### src/rtl/cache_mem_arbiter_pkg.sv
//----------------------------------------------------------------------------
// cache_mem_arbiter_pkg
//   Line-width constants shared with the L1 caches and the arbiter state
//   encoding used by cache_mem_arbiter.
// Revision: 1.0
//----------------------------------------------------------------------------
`default_nettype none

package cache_mem_arbiter_pkg;

  localparam int unsigned CACHE_LINE_W = 256;
  localparam int unsigned CACHE_ADDR_W = 32;

  typedef logic [2:0] arb_state_t;

  localparam arb_state_t ST_IDLE    = 3'd0;
  localparam arb_state_t ST_SERVE_I = 3'd1;
  localparam arb_state_t ST_SERVE_D = 3'd2;
  localparam arb_state_t ST_DONE_I  = 3'd3;
  localparam arb_state_t ST_DONE_D  = 3'd4;

  // Number of byte-offset bits inside one cache line.
  function automatic int unsigned line_offset_bits(input int unsigned line_w);
    return $clog2(line_w / 8);
  endfunction

endpackage

`default_nettype wire

### src/rtl/cache_mem_arbiter_if.sv
//----------------------------------------------------------------------------
// cache_mem_arbiter_if
//   I-cache, D-cache and memory line-port signals around the arbiter.
// Revision: 1.0
//----------------------------------------------------------------------------
`default_nettype none

interface cache_mem_arbiter_if
  import cache_mem_arbiter_pkg::*;
#(
  parameter int LINE_W = CACHE_LINE_W,
  parameter int ADDR_W = CACHE_ADDR_W
) ();

  logic              i_read;
  logic [ADDR_W-1:0] i_addr;
  logic [LINE_W-1:0] i_rdata;
  logic              i_resp;

  logic              d_read;
  logic              d_write;
  logic [ADDR_W-1:0] d_addr;
  logic [LINE_W-1:0] d_wdata;
  logic [LINE_W-1:0] d_rdata;
  logic              d_resp;

  logic              mem_read;
  logic              mem_write;
  logic [ADDR_W-1:0] mem_addr;
  logic [LINE_W-1:0] mem_wdata;
  logic [LINE_W-1:0] mem_rdata;
  logic              mem_resp;

  // Arbiter side.
  modport slave (
    input  i_read, i_addr,
    output i_rdata, i_resp,
    input  d_read, d_write, d_addr, d_wdata,
    output d_rdata, d_resp,
    output mem_read, mem_write, mem_addr, mem_wdata,
    input  mem_rdata, mem_resp
  );

  // Caches and memory side.
  modport master (
    output i_read, i_addr,
    input  i_rdata, i_resp,
    output d_read, d_write, d_addr, d_wdata,
    input  d_rdata, d_resp,
    input  mem_read, mem_write, mem_addr, mem_wdata,
    output mem_rdata, mem_resp
  );

endinterface

`default_nettype wire

### src/rtl/cache_mem_arbiter_grant_sel.sv
//----------------------------------------------------------------------------
// arb_grant_sel
//   Combinational tie-break between I and D line requests. The pointer
//   (1 = prefer D) is only honoured when ARB_ROUND_ROBIN_EN is defined.
// Revision: 1.0
//----------------------------------------------------------------------------
`default_nettype none

module arb_grant_sel
  import cache_mem_arbiter_pkg::*;
(
  input  wire logic i_req_i,
  input  wire logic i_req_d,
  input  wire logic i_ptr_d,
  output logic      o_grant_i,
  output logic      o_grant_d
);

`ifdef ARB_ROUND_ROBIN_EN
  assign o_grant_d = i_req_d & (~i_req_i |  i_ptr_d);
  assign o_grant_i = i_req_i & (~i_req_d | ~i_ptr_d);
`else
  // D is the older pipeline stage, so it always wins a tie.
  assign o_grant_d = i_req_d;
  assign o_grant_i = i_req_i & ~i_req_d;

  logic unused_ptr;
  assign unused_ptr = i_ptr_d;
`endif

endmodule

`default_nettype wire

### src/rtl/cache_mem_arbiter.sv
//----------------------------------------------------------------------------
// cache_mem_arbiter
//   Shares one memory line port between I-cache fills and D-cache
//   fills/writebacks. Optional macro ARB_ROUND_ROBIN_EN alternates tie-breaks.
// Revision: 1.0
//----------------------------------------------------------------------------
`default_nettype none

module cache_mem_arbiter
  import cache_mem_arbiter_pkg::*;
#(
  parameter int LINE_W = CACHE_LINE_W,
  parameter int ADDR_W = CACHE_ADDR_W
) (
  input  wire logic           clk,
  input  wire logic           rst,
  cache_mem_arbiter_if.slave  bus
);

  localparam int unsigned OFF_W = line_offset_bits(LINE_W);

  arb_state_t        r_state;
  logic [ADDR_W-1:0] r_addr;
  logic [LINE_W-1:0] r_wdata;
  logic              r_is_write;
  logic [LINE_W-1:0] r_i_rdata;
  logic [LINE_W-1:0] r_d_rdata;

  logic              w_i_req;
  logic              w_d_req;
  logic              w_grant_i;
  logic              w_grant_d;
  logic              w_ptr_d;
  logic [ADDR_W-1:0] w_i_line;
  logic [ADDR_W-1:0] w_d_line;

  assign w_i_req  = bus.i_read;
  assign w_d_req  = bus.d_read | bus.d_write;
  assign w_i_line = {bus.i_addr[ADDR_W-1:OFF_W], {OFF_W{1'b0}}};
  assign w_d_line = {bus.d_addr[ADDR_W-1:OFF_W], {OFF_W{1'b0}}};

  logic unused_addr_lsbs;
  assign unused_addr_lsbs = ^{bus.i_addr[OFF_W-1:0], bus.d_addr[OFF_W-1:0]};

`ifdef ARB_ROUND_ROBIN_EN
  logic r_ptr_d;

  // After each grant the preference moves to the side that was not served.
  always_ff @(posedge clk or posedge rst) begin
    if (rst) begin
      r_ptr_d <= 1'b1;
    end else if (r_state == ST_IDLE) begin
      if (w_grant_d) begin
        r_ptr_d <= 1'b0;
      end else if (w_grant_i) begin
        r_ptr_d <= 1'b1;
      end
    end
  end

  assign w_ptr_d = r_ptr_d;
`else
  assign w_ptr_d = 1'b1;
`endif

  arb_grant_sel u_grant_sel (
    .i_req_i   (w_i_req),
    .i_req_d   (w_d_req),
    .i_ptr_d   (w_ptr_d),
    .o_grant_i (w_grant_i),
    .o_grant_d (w_grant_d)
  );

  always_ff @(posedge clk or posedge rst) begin
    if (rst) begin
      r_state    <= ST_IDLE;
      r_addr     <= '0;
      r_wdata    <= '0;
      r_is_write <= 1'b0;
      r_i_rdata  <= '0;
      r_d_rdata  <= '0;
    end else begin
      case (r_state)
        ST_IDLE: begin
          if (w_grant_d) begin
            r_state    <= ST_SERVE_D;
            r_addr     <= w_d_line;
            // A simultaneous read+write is handled as a writeback.
            r_is_write <= bus.d_write;
            r_wdata    <= bus.d_write ? bus.d_wdata : '0;
          end else if (w_grant_i) begin
            r_state    <= ST_SERVE_I;
            r_addr     <= w_i_line;
            r_is_write <= 1'b0;
            r_wdata    <= '0;
          end
        end
        ST_SERVE_I: begin
          if (bus.mem_resp) begin
            r_i_rdata <= bus.mem_rdata;
            r_state   <= ST_DONE_I;
          end
        end
        ST_SERVE_D: begin
          if (bus.mem_resp) begin
            if (!r_is_write) begin
              r_d_rdata <= bus.mem_rdata;
            end
            r_state <= ST_DONE_D;
          end
        end
        ST_DONE_I,
        ST_DONE_D: begin
          r_state <= ST_IDLE;
        end
        default: begin
          r_state <= ST_IDLE;
        end
      endcase
    end
  end

  // Strobes decode straight from state so reset removes them immediately.
  assign bus.mem_read  = (r_state == ST_SERVE_I) |
                         ((r_state == ST_SERVE_D) & ~r_is_write);
  assign bus.mem_write = (r_state == ST_SERVE_D) & r_is_write;
  assign bus.mem_addr  = r_addr;
  assign bus.mem_wdata = r_wdata;

  assign bus.i_resp  = (r_state == ST_DONE_I);
  assign bus.d_resp  = (r_state == ST_DONE_D);
  assign bus.i_rdata = r_i_rdata;
  assign bus.d_rdata = r_d_rdata;

`ifndef SYNTHESIS
  a_d_read_write_exclusive: assert property (
    @(posedge clk) disable iff (rst) !(bus.d_read && bus.d_write));

  a_mem_strobe_exclusive: assert property (
    @(posedge clk) disable iff (rst) !(bus.mem_read && bus.mem_write));
`endif

endmodule

`default_nettype wire

### src/flat_wrapper.sv
// flat-port wrapper written by rule: the top's interface ports become plain ports
module cache_mem_arbiter_flat import cache_mem_arbiter_pkg::*;
#(
  parameter int LINE_W = CACHE_LINE_W,
  parameter int ADDR_W = CACHE_ADDR_W
)
  (clk, rst, bus_i_read, bus_i_addr, bus_i_rdata, bus_i_resp, bus_d_read, bus_d_write, bus_d_addr, bus_d_wdata, bus_d_rdata, bus_d_resp, bus_mem_read, bus_mem_write, bus_mem_addr, bus_mem_wdata, bus_mem_rdata, bus_mem_resp);
  cache_mem_arbiter_if #(.LINE_W(LINE_W), .ADDR_W(ADDR_W)) bus_i ();
  input  wire logic clk;
  input  wire logic rst;
  input wire logic [$bits(bus_i.i_read)-1:0] bus_i_read;
  input wire logic [$bits(bus_i.i_addr)-1:0] bus_i_addr;
  output wire logic [$bits(bus_i.i_rdata)-1:0] bus_i_rdata;
  output wire logic [$bits(bus_i.i_resp)-1:0] bus_i_resp;
  input wire logic [$bits(bus_i.d_read)-1:0] bus_d_read;
  input wire logic [$bits(bus_i.d_write)-1:0] bus_d_write;
  input wire logic [$bits(bus_i.d_addr)-1:0] bus_d_addr;
  input wire logic [$bits(bus_i.d_wdata)-1:0] bus_d_wdata;
  output wire logic [$bits(bus_i.d_rdata)-1:0] bus_d_rdata;
  output wire logic [$bits(bus_i.d_resp)-1:0] bus_d_resp;
  output wire logic [$bits(bus_i.mem_read)-1:0] bus_mem_read;
  output wire logic [$bits(bus_i.mem_write)-1:0] bus_mem_write;
  output wire logic [$bits(bus_i.mem_addr)-1:0] bus_mem_addr;
  output wire logic [$bits(bus_i.mem_wdata)-1:0] bus_mem_wdata;
  input wire logic [$bits(bus_i.mem_rdata)-1:0] bus_mem_rdata;
  input wire logic [$bits(bus_i.mem_resp)-1:0] bus_mem_resp;
  assign bus_i.i_read = bus_i_read;
  assign bus_i.i_addr = bus_i_addr;
  assign bus_i_rdata = bus_i.i_rdata;
  assign bus_i_resp = bus_i.i_resp;
  assign bus_i.d_read = bus_d_read;
  assign bus_i.d_write = bus_d_write;
  assign bus_i.d_addr = bus_d_addr;
  assign bus_i.d_wdata = bus_d_wdata;
  assign bus_d_rdata = bus_i.d_rdata;
  assign bus_d_resp = bus_i.d_resp;
  assign bus_mem_read = bus_i.mem_read;
  assign bus_mem_write = bus_i.mem_write;
  assign bus_mem_addr = bus_i.mem_addr;
  assign bus_mem_wdata = bus_i.mem_wdata;
  assign bus_i.mem_rdata = bus_mem_rdata;
  assign bus_i.mem_resp = bus_mem_resp;
  cache_mem_arbiter #(.LINE_W(LINE_W), .ADDR_W(ADDR_W)) u_core (.clk(clk), .rst(rst), .bus(bus_i));
endmodule
### config.mk
export PLATFORM = sky130hd
export DESIGN_NAME = cache_mem_arbiter_flat
export DESIGN_NICKNAME = d
export VERILOG_FILES = /design/src/rtl/cache_mem_arbiter_pkg.sv /design/src/rtl/cache_mem_arbiter_if.sv /design/src/rtl/cache_mem_arbiter_grant_sel.sv /design/src/rtl/cache_mem_arbiter.sv /design/src/flat_wrapper.sv
export SDC_FILE = /design/constraint.sdc
export NUM_CORES = 1
export LEC_CHECK = 0
export ABC_AREA = 1
export BUFFER_PORTS_ARGS = -buffer_cell sky130_fd_sc_hd__buf_2
export CAP_MARGIN = 20
export CORE_AREA = 2 2 533 535
export CTS_BUF_LIST = sky130_fd_sc_hd__clkbuf_16
export CTS_CLUSTER_SIZE = 25
export DETAILED_ROUTE_END_ITERATION = 10
export DIE_AREA = 0 0 535 537
export HOLD_SLACK_MARGIN = 0.05
export PLACE_DENSITY = 0.32
export SLEW_MARGIN = 20
export SYNTH_ARGS = -nofsm -noshare
export SYNTH_HDL_FRONTEND = slang
export SYNTH_SLANG_ARGS = --single-unit
### constraint.sdc
create_clock -name clk -period 26.8 [get_ports clk]
set_input_delay 4.02 -clock clk [delete_from_list [all_inputs] [get_ports clk]]
set_output_delay 4.02 -clock clk [all_outputs]
set_load 0.02 [all_outputs]
# ---- Word-level counts from Yosys, hierarchy flattened
# Cells that the tools add are included.
dict set report op_classes {
  n_eq_ne 7
  mux 12
  bitwise 7
  n_reduce_logical 6
}
# cell count
set ops {}
lappend ops {{$mux W256} 3}
lappend ops {{$mux W32} 2}
lappend ops {{$mux W3} 4}
lappend ops {{$pmux W3 S3} 1}
lappend ops {{$eq A3 B2 Y1 const B} 2}
lappend ops {{$reduce_and A3 Y1} 2}
lappend ops {{$ne A2 B2 Y1 const B} 2}
lappend ops {{$reduce_and A2 Y1} 2}
lappend ops {{$and A1 B1 Y1} 3}
lappend ops {{$eq A3 B1 Y1 const B} 1}
lappend ops {{$eq A3 B3 Y1 const B} 1}
lappend ops {{$logic_not A3 Y1} 1}
lappend ops {{$ne A3 B3 Y1 const B} 1}
lappend ops {{$mux W1} 2}
lappend ops {{$not A1 Y1} 2}
lappend ops {{$or A1 B1 Y1} 2}
lappend ops {{$reduce_bool A2 Y1} 1}
dict set report totals {
  regBits 804
  input_bits 582
  output_inout_bits 804
  word_cells 38
}

# ---- Longest topological paths before layout
# Gate-level depths: netlist of the first run.
dict set report depth {
  word_depth 6
  mapped_depth 9
  ltp_nobuf 6
}

# ---- Cells and area by module
# A second synthesis of the first run with hierarchy kept.
dict set report unflattened {
  cells_unflattened 3465
  area_unflattened_um2 31193.7
}
# module instances cells_per_inst area_per_inst_um2 seq_area_each_um2
set by_module_without_submodules {}
lappend by_module_without_submodules {cache_mem_arbiter 1 3462 31176.2 19994.2}
lappend by_module_without_submodules {arb_grant_sel 1 3 17.5 0.0}

# ---- Worst setup path before layout of the first run
# Ideal clock, no wire load.
dict set report synth_path {
  path_kind {register to output}
  from {register u_core.r_state[1]}
  to {output bus_mem_read}
  arrival_time_ns 1.301
  slack_ns 21.479
  path_stages_with_launch 6
  path_buffers 2
  cell_sequence {dfrtp_1 nor2_2 nand2_1 clkbuf_1 clkbuf_1 o21ai_0}
}
dict set report synth_via {
  elab_chain_len 3
  word_cells_on_any_way 4
  cone_classes {2 x eq/ne; 2 x bitwise}
}
# item line_no
set synth_lines {}
lappend synth_lines {{from (decl)} cache_mem_arbiter.sv:22} ;# arb_state_t r_state;
lappend synth_lines {{from (signal assigned)} cache_mem_arbiter.sv:76} ;# r_state <= ST_IDLE;
lappend synth_lines {{from (signal assigned)} cache_mem_arbiter.sv:86} ;# r_state <= ST_SERVE_D;
lappend synth_lines {{from (signal assigned)} cache_mem_arbiter.sv:92} ;# r_state <= ST_SERVE_I;
lappend synth_lines {{$eq A3 B2 Y1} cache_mem_arbiter.sv:125} ;# ((r_state == ST_SERVE_D) & ~r_is_write);
lappend synth_lines {{$and A1 B1 Y1} cache_mem_arbiter.sv:125}
lappend synth_lines {{$or A1 B1 Y1 *} cache_mem_arbiter.sv:124} ;# assign bus.mem_read = (r_state == ST_SERVE_I) |
lappend synth_lines {{to (decl)} flat_wrapper.sv:21} ;# output wire logic [$bits(bus_i.mem_read)-1:0] bus_mem_read;
# Mark *: on every way between the ends. The rest lies on a longest branch, timed or not.

# ---- Worst setup path after layout of the first run
dict set report layout_path {
  from {input bus_d_write}
  to {register u_core.r_wdata[148], in the netlist u_core.bus.mem_wdata[148]}
}
dict set report layout_via {
  elab_chain_len 5
  word_cells_on_any_way 7
  cone_classes {2 x mux; 3 x bitwise; 2 x reduce/logical}
}
# item line_no
set layout_lines {}
lappend layout_lines {{from (decl)} flat_wrapper.sv:16} ;# input wire logic [$bits(bus_i.d_write)-1:0] bus_d_write;
lappend layout_lines {{$or A1 B1 Y1} cache_mem_arbiter.sv:38} ;# assign w_d_req = bus.d_read | bus.d_write;
lappend layout_lines {{$not A1 Y1} cache_mem_arbiter_grant_sel.sv:25} ;# assign o_grant_i = i_req_i & ~i_req_d;
lappend layout_lines {{$and A1 B1 Y1} cache_mem_arbiter_grant_sel.sv:25}
lappend layout_lines {{$reduce_bool A2 Y1 (no source line)} n/a}
lappend layout_lines {{$reduce_and A2 Y1 (no source line)} n/a}
lappend layout_lines {{to (signal assigned)} cache_mem_arbiter.sv:90} ;# r_wdata <= bus.d_write ? bus.d_wdata : '0;
lappend layout_lines {{to (decl)} cache_mem_arbiter.sv:24} ;# logic [LINE_W-1:0] r_wdata;
# Parallel ways exist; a longest one is shown, timed or not.
# A chain may end at the register's enable or synchronous reset.

==> results.json, run 1 <==
{
  "critical_path_required_ns": 27.57,
  "hpwl_um": 167000,
  "fin_setup_tns_ns": 0,
  "synth-seq-cells": 799,
  "fin_total_pwr_mw": 6.358,
  "tightestPinTransition_ns": 1.116,
  "cts_tree": "done",
  "gp_congestion": 0.8816,
  "synth_cell_type_count": 19,
  "start_util_pct": 11.36,
  "path_max_fanout": 89,
  "critical_path_buf_inv_count": 6,
  "route.detailed.drc": 0,
  "cts_setup_buffers": 0,
  "skew_ns": 0.03810,
  "ios": 1386,
  "dp_cells": 8391,
  "whs_ns": 0.4635,
  "layout_commonest_cell": "buf_2",
  "final_antenna_net_count": 0,
  "critical_path.cell_chain": "buf_8, nor2_2, buf_4, nand2_1, inv_8, nor2_4, buf_4, buf_4, buf_4, nand3_1, nand2_1",
  "cts_root_buf": "clkbuf_16",
  "clock-sinks": 799,
  "max_cap_violations": 0,
  "dp_slack_ns": 18.53,
  "instances_no_fill": 8637,
  "irDropWorstVdd_uv": 62.62,
  "maxSlewHeadroom_pct": 25.59,
  "post_dp_cell_area_um2": 42690,
  "clock_path_buffers": 4,
  "portBuffers": 1370,
  "ys_seq_area_share_pct": 62.58,
  "numCtsBuffers": 112,
  "cts_resized": 0,
  "die_x_um": 535,
  "core_um2": 281300,
  "route.vias.total": 31093,
  "worstSetupPathType": "in2reg",
  "die_h_um": 537,
  "cpPeakStageDelay_ns": 0.74,
  "drive_gt1_share_pct": 32.63,
  "grt_pass1_wl_um": 288300,
  "cpMostUsedCell": "buf_4",
  "fin_area_um2": 46230,
  "syn-cell-area_um2": 31950,
  "end_kind": "flop",
  "avgSynthCellArea_um2": 9.116,
  "h-tree-depth": 3,
  "cp-start-kind": "primary input",
  "routed_via_density": 3.600,
  "layout_common_cells": "1,369 x buf_2, 1,255 x nand2_1, 799 x dfrtp_1",
  "post-route-period-util_pct": 27.27,
  "fp.dieArea_um2": 287300,
  "p_leak_nw": 24.11,
  "dr.pass1.iters": 5,
  "gr-usage-all-layers_pct": 14.50,
  "setup_viol": 0,
  "area.growth.synth_to_final_pct": 44.69,
  "grt_overflow": 0,
  "cp_slowest_cell": "buf_4",
  "hold_viol": 0,
  "period_minus_slack_ns": 7.308,
  "yosys_warnings": 0,
  "routed_wl_um": 216300,
  "path_clk_slew_ns": 0.06,
  "nets": 5344,
  "drv_slew": 0,
  "cp.arrival_ns": 8.08,
  "hold_class": "reg2reg",
  "antenna_found_initial": 138,
  "wl_per_cell_um": 25.05,
  "status": "finished, final reports clean",
  "grt_max_degree": 133,
  "ctsHoldBuffers": 0,
  "rows": 195,
  "syn_inst": 3505,
  "cp_top_family": "buffers and inverters",
  "insertion_delay_ns": 0.86,
  "max_freq_ghz": 0.1368,
  "postLayoutSetupSlackWorst_ns": 19.49,
  "power_density_nw_per_um2": 137.5,
  "rsz0062_at_grt": "no",
  "grt_pass1_vias": 31928,
  "drt-initial-drc-count": 1886,
  "fin_util_pct": 16.43
}
-- area by class of cell --
class | instances | area, um2
Tap cell | 3743 | 4683
Timing Repair Buffer | 1420 | 7258
Sequential cell | 799 | 19990
Multi-Input combinational cell | 2331 | 10360
Clock buffer | 112 | 2803
Clock inverter | 88 | 623.1
Antenna cell | 46 | 115.1
Inverter | 98 | 395.4
Fill cell | 32159 | 235100
-- cell usage after synthesis, drive strengths merged --
library cell	count	area, um2
o21ai	541	2708
buf	123	699.4
a21oi	2	10.01
nor2	6	37.54
conb	1	3.750
nand3	432	2162
clkbuf	158	593.1
inv	98	367.9
dfrtp	799	19990
o21a	85	638.1
nor3	2	10.01
nand2	1258	4727
-- worst min-delay path, delay by kind of cell, from the launching register on --
family,cells,cell delay [ns]
flip-flops,1,0.33
AND/OR/NAND/NOR,2,0.09
-- cells by family after synthesis --
| logic type | synth area share (%) |
|---|---|
| and+or+nand+nor | 21.71 |
| DFF | 62.58 |
| AOI/OAI and AO/OA | 10.50 |
| buffers and inverters | 5.197 |
| other | 0.01174 |
-- report_power, final --
group          switching, mW  total (mW)  internal (mW)  leakage (nW)
logic                   2.12        2.84          0.723          12.3
registers              0.296        2.06           1.76          10.1
clock network          0.642        1.46          0.814          1.77
total                   3.06        6.36           3.30          24.1
-- flip-flops by register name, indices dropped and copies added (netlist names) --
register,cells
u_core.bus.mem_wdata,256
u_core.bus.mem_addr,27
u_core.r_is_write,1
u_core.bus.i_rdata,256
u_core.r_state,3
u_core.bus.d_rdata,256
-- path summary, 6_finish.rpt --
kind,start,endpoint,slack [ns],cells after the start
worst max-delay path,bus_d_write,u_core.bus.mem_wdata[148],19.49,11
worst min-delay path,u_core.bus.d_rdata[155],u_core.bus.d_rdata[155],0.46,2
worst max register to register,u_core.r_is_write,u_core.bus.d_rdata[98],22.58,7
max in group asynchronous,rst,u_core.bus.d_rdata[237],20.72,5
min in group asynchronous,rst,u_core.bus.d_rdata[25],3.24,2
worst min register to register,u_core.bus.d_rdata[155],u_core.bus.d_rdata[155],0.46,2
-- routing by layer --
metal | part of all wire (%) | track usage (%) | vias up | wire length (um)
li1 | - | - | 14000 | -
met4 | 2.4 | 3.494 | 108 | 5177
met3 | 11 | 6.954 | 342 | 24300
met1 | 41 | 17.48 | 15331 | 88480
met5 | 0.31 | 0 | - | 671
met2 | 45 | 23.09 | 1312 | 97710
(Power assumes the default switching activity.)
==> run 2, diff against run 1 <==
--- a/config.mk
+++ b/config.mk
@@ -5,16 +5,16 @@
 export SDC_FILE = /design/constraint.sdc
 export NUM_CORES = 1
 export LEC_CHECK = 0
-export ABC_AREA = 1
+export ABC_AREA = 0
 export BUFFER_PORTS_ARGS = -buffer_cell sky130_fd_sc_hd__buf_2
 export CAP_MARGIN = 20
-export CORE_AREA = 2 2 533 535
+export CORE_AREA = 2 2 546 548
 export CTS_BUF_LIST = sky130_fd_sc_hd__clkbuf_16
 export CTS_CLUSTER_SIZE = 25
 export DETAILED_ROUTE_END_ITERATION = 10
-export DIE_AREA = 0 0 535 537
+export DIE_AREA = 0 0 548 550
 export HOLD_SLACK_MARGIN = 0.05
-export PLACE_DENSITY = 0.32
+export PLACE_DENSITY = 0.31
 export SLEW_MARGIN = 20
 export SYNTH_ARGS = -nofsm -noshare
 export SYNTH_HDL_FRONTEND = slang
==> constraint.sdc (replaced) <==
create_clock -name clk -period 6 [get_ports clk]
set_input_delay 0.9 -clock clk [delete_from_list [all_inputs] [get_ports clk]]
set_output_delay 0.9 -clock clk [all_outputs]
set_load 0.02 [all_outputs]
==> results.json, run 2 <==
{
  "nets": 4266,
  "rows": 200,
  "max_freq_ghz": 0.3264,
  "start_util_pct": 10.70,
  "power_density_nw_per_um2": 585.6,
  "wl_met2_um": 89300,
  "cp_slowest_cell": "dfrtp_1",
  "yosys_warnings": 0,
  "die_x_um": 548,
  "netlist_top_cells_area": "dfrtp_1 63%, mux2_2 19%, mux2i_1 8.1%",
  "path_max_fanout": 8,
  "hold_viol": 0,
  "synth_flop_cell": "dfrtp_1",
  "syn-cell-area_um2": 31620,
  "rsz0062_at_grt": "no",
  "antenna_found_initial": 200,
  "period_minus_slack_ns": 3.063,
  "post-route-period-util_pct": 51.05,
  "yosysMostFrequentCell": "dfrtp_1",
  "layout_common_cells": "1,369 x buf_2, 799 x dfrtp_1, 545 x mux2_2",
  "ios": 1386,
  "layout_commonest_cell": "buf_2",
  "clock-sinks": 799,
  "ys_seq_area_share_pct": 63.23,
  "maxSlewHeadroom_pct": 35.54,
  "max_cap_violations": 0,
  "cpPeakStageDelay_ns": 0.46,
  "fin_total_pwr_mw": 27.39,
  "critical_path_buf_inv_count": 1,
  "area.growth.synth_to_final_pct": 47.92,
  "clock_path_buffers": 4,
  "route.vias.total": 24154,
  "async_flop_share_pct": 100.0,
  "cts_tree": "done",
  "grt_pass1_vias": 25413,
  "synth-seq-cells": 799,
  "dp_slack_ns": 2.253,
  "skew_ns": 0.07354,
  "final_antenna_net_count": 0,
  "synthTopCellsByCount": "799 x dfrtp_1, 545 x mux2_2, 257 x inv_1, 257 x nand2_1, 256 x mux2i_1",
  "drt-initial-drc-count": 933,
  "synth_edf_count": 0,
  "grt_overflow": 0,
  "tightestPinTransition_ns": 0.9669,
  "h-tree-depth": 3,
  "end_kind": "output pin",
  "postLayoutSetupSlackWorst_ns": 2.937,
  "avgSynthCellArea_um2": 13.87,
  "cp-start-kind": "flop",
  "synth_cell_type_count": 24,
  "gp_congestion": 0.8275,
  "portBuffers": 1370,
  "cts_root_buf": "clkbuf_16",
  "irDropWorstVdd_uv": 239.0,
  "wl_per_cell_um": 24.35,
  "ctsHoldBuffers": 0,
  "dr.pass1.iters": 5,
  "gr-usage-all-layers_pct": 12.10,
  "cts_setup_buffers": 0,
  "numCtsBuffers": 111,
  "top_layer_used": "met5",
  "critical_path.cell_chain": "nand2b_1, nor3b_1, buf_2",
  "p_leak_nw": 23.05,
  "wl_met3_um": 28150,
  "routed_wl_um": 188700,
  "grt_pass1_wl_um": 246800,
  "dp_cells": 7510,
  "die_h_um": 550,
  "path_clk_slew_ns": 0.06,
  "status": "finished, final reports clean",
  "syn_inst": 2280,
  "critical_path_required_ns": 5.10,
  "drive_gt1_share_pct": 56.23,
  "drv_slew": 0,
  "cp_top_family": "simple AND/OR/NAND/NOR gates",
  "hpwl_um": 156200,
  "route.detailed.drc": 0,
  "grt_max_degree": 107,
  "instances_no_fill": 7750,
  "netlist.area_leader.share_pct": 63.23,
  "cp.arrival_ns": 2.16,
  "worstSetupPathType": "reg2out",
  "routed_via_density": 3.117,
  "wl_met1_um": 65290,
  "fillCellCount": 33244,
  "insertion_delay_ns": 0.84,
  "fp.dieArea_um2": 301400,
  "setup_viol": 0,
  "hold_class": "in2async",
  "yosys.area.top_type": "dfrtp_1",
  "core_um2": 295500,
  "cts_resized": 0
}
-- run 2: cell count changes in the layout (fill, tap and decap cells not counted), sizes merged, moves of 3 or more --
cell and delta:
buf -9, inv +151, mux2 +567, mux2i +256, nand2 -1001, nand2b +3, nand3 -432, o21a -84
o21ai -541
-- run 2: area by class of cell --
cell class	count	area (um2)	area share, %
Multi-Input combinational cell	1104	10080	21.56
Clock inverter	81	575.6	1.231
Antenna cell	48	120.1	0.2568
Clock buffer	111	2778	5.939
Tap cell	3939	4928	10.54
Sequential cell	799	19990	42.75
Inverter	257	968.4	2.070
Timing Repair Buffer	1411	7325	15.66
-- run 2: power by group --
part	total [mW]	switching (mW)	internal, mW
Combinational	11.9	7.65	4.26
Clock	6.28	2.72	3.56
Sequential	9.20	1.30	7.90
Total	27.4	11.7	15.7
-- run 2: final timing paths --
kind / start / to / slack [ns] / cells past startpoint
hold reg to reg: u_core.bus.d_rdata[58] / u_core.bus.d_rdata[58] / 0.48 / 1
hold / removal: rst / u_core.bus.i_rdata[196] / 0.27 / 2
min in group clk: bus_mem_rdata[105] / u_core.bus.i_rdata[105] / 0.28 / 2
setup reg to reg: u_core.r_state[2] / u_core.bus.mem_addr[25] / 3.23 / 3
max in group asynchronous: rst / u_core.bus.d_rdata[107] / 4.16 / 4
setup / recovery: u_core.r_state[0] / bus_mem_write / 2.94 / 3
-- run 2: routing by layer --
metal	track usage [%]	up-vias
li1	-	10400
met1	11.99	11880
met2	20.54	1244
met3	8.463	452
met4	2.711	178
met5	0	-
-- run 2: cell families after synthesis --
logic type             after synthesis  share of synthesized area (%)
multiplexers                       823                          28.34
flip-flops                         799                          63.23
buffers and inverters              381                          4.997
AND/OR/NAND/NOR                    273                          3.351
AO/OA/AOI/OAI                        3                        0.06726
other                                1                        0.01186
-- run 2: stage by stage --
step,utilization [%],hold slack [ns],cell area [um2],TNS [ns]
2_1_floorplan,-,0.5017,31640,-4687.53
3_3_place_gp,14.65,0.4658,43300,0
3_5_place_dp,14.65,0.4699,43300,0
4_1_cts,15.79,0.1761,46650,0
5_1_grt,15.80,0.2180,46700,0
6_report,15.83,0.2743,46770,0
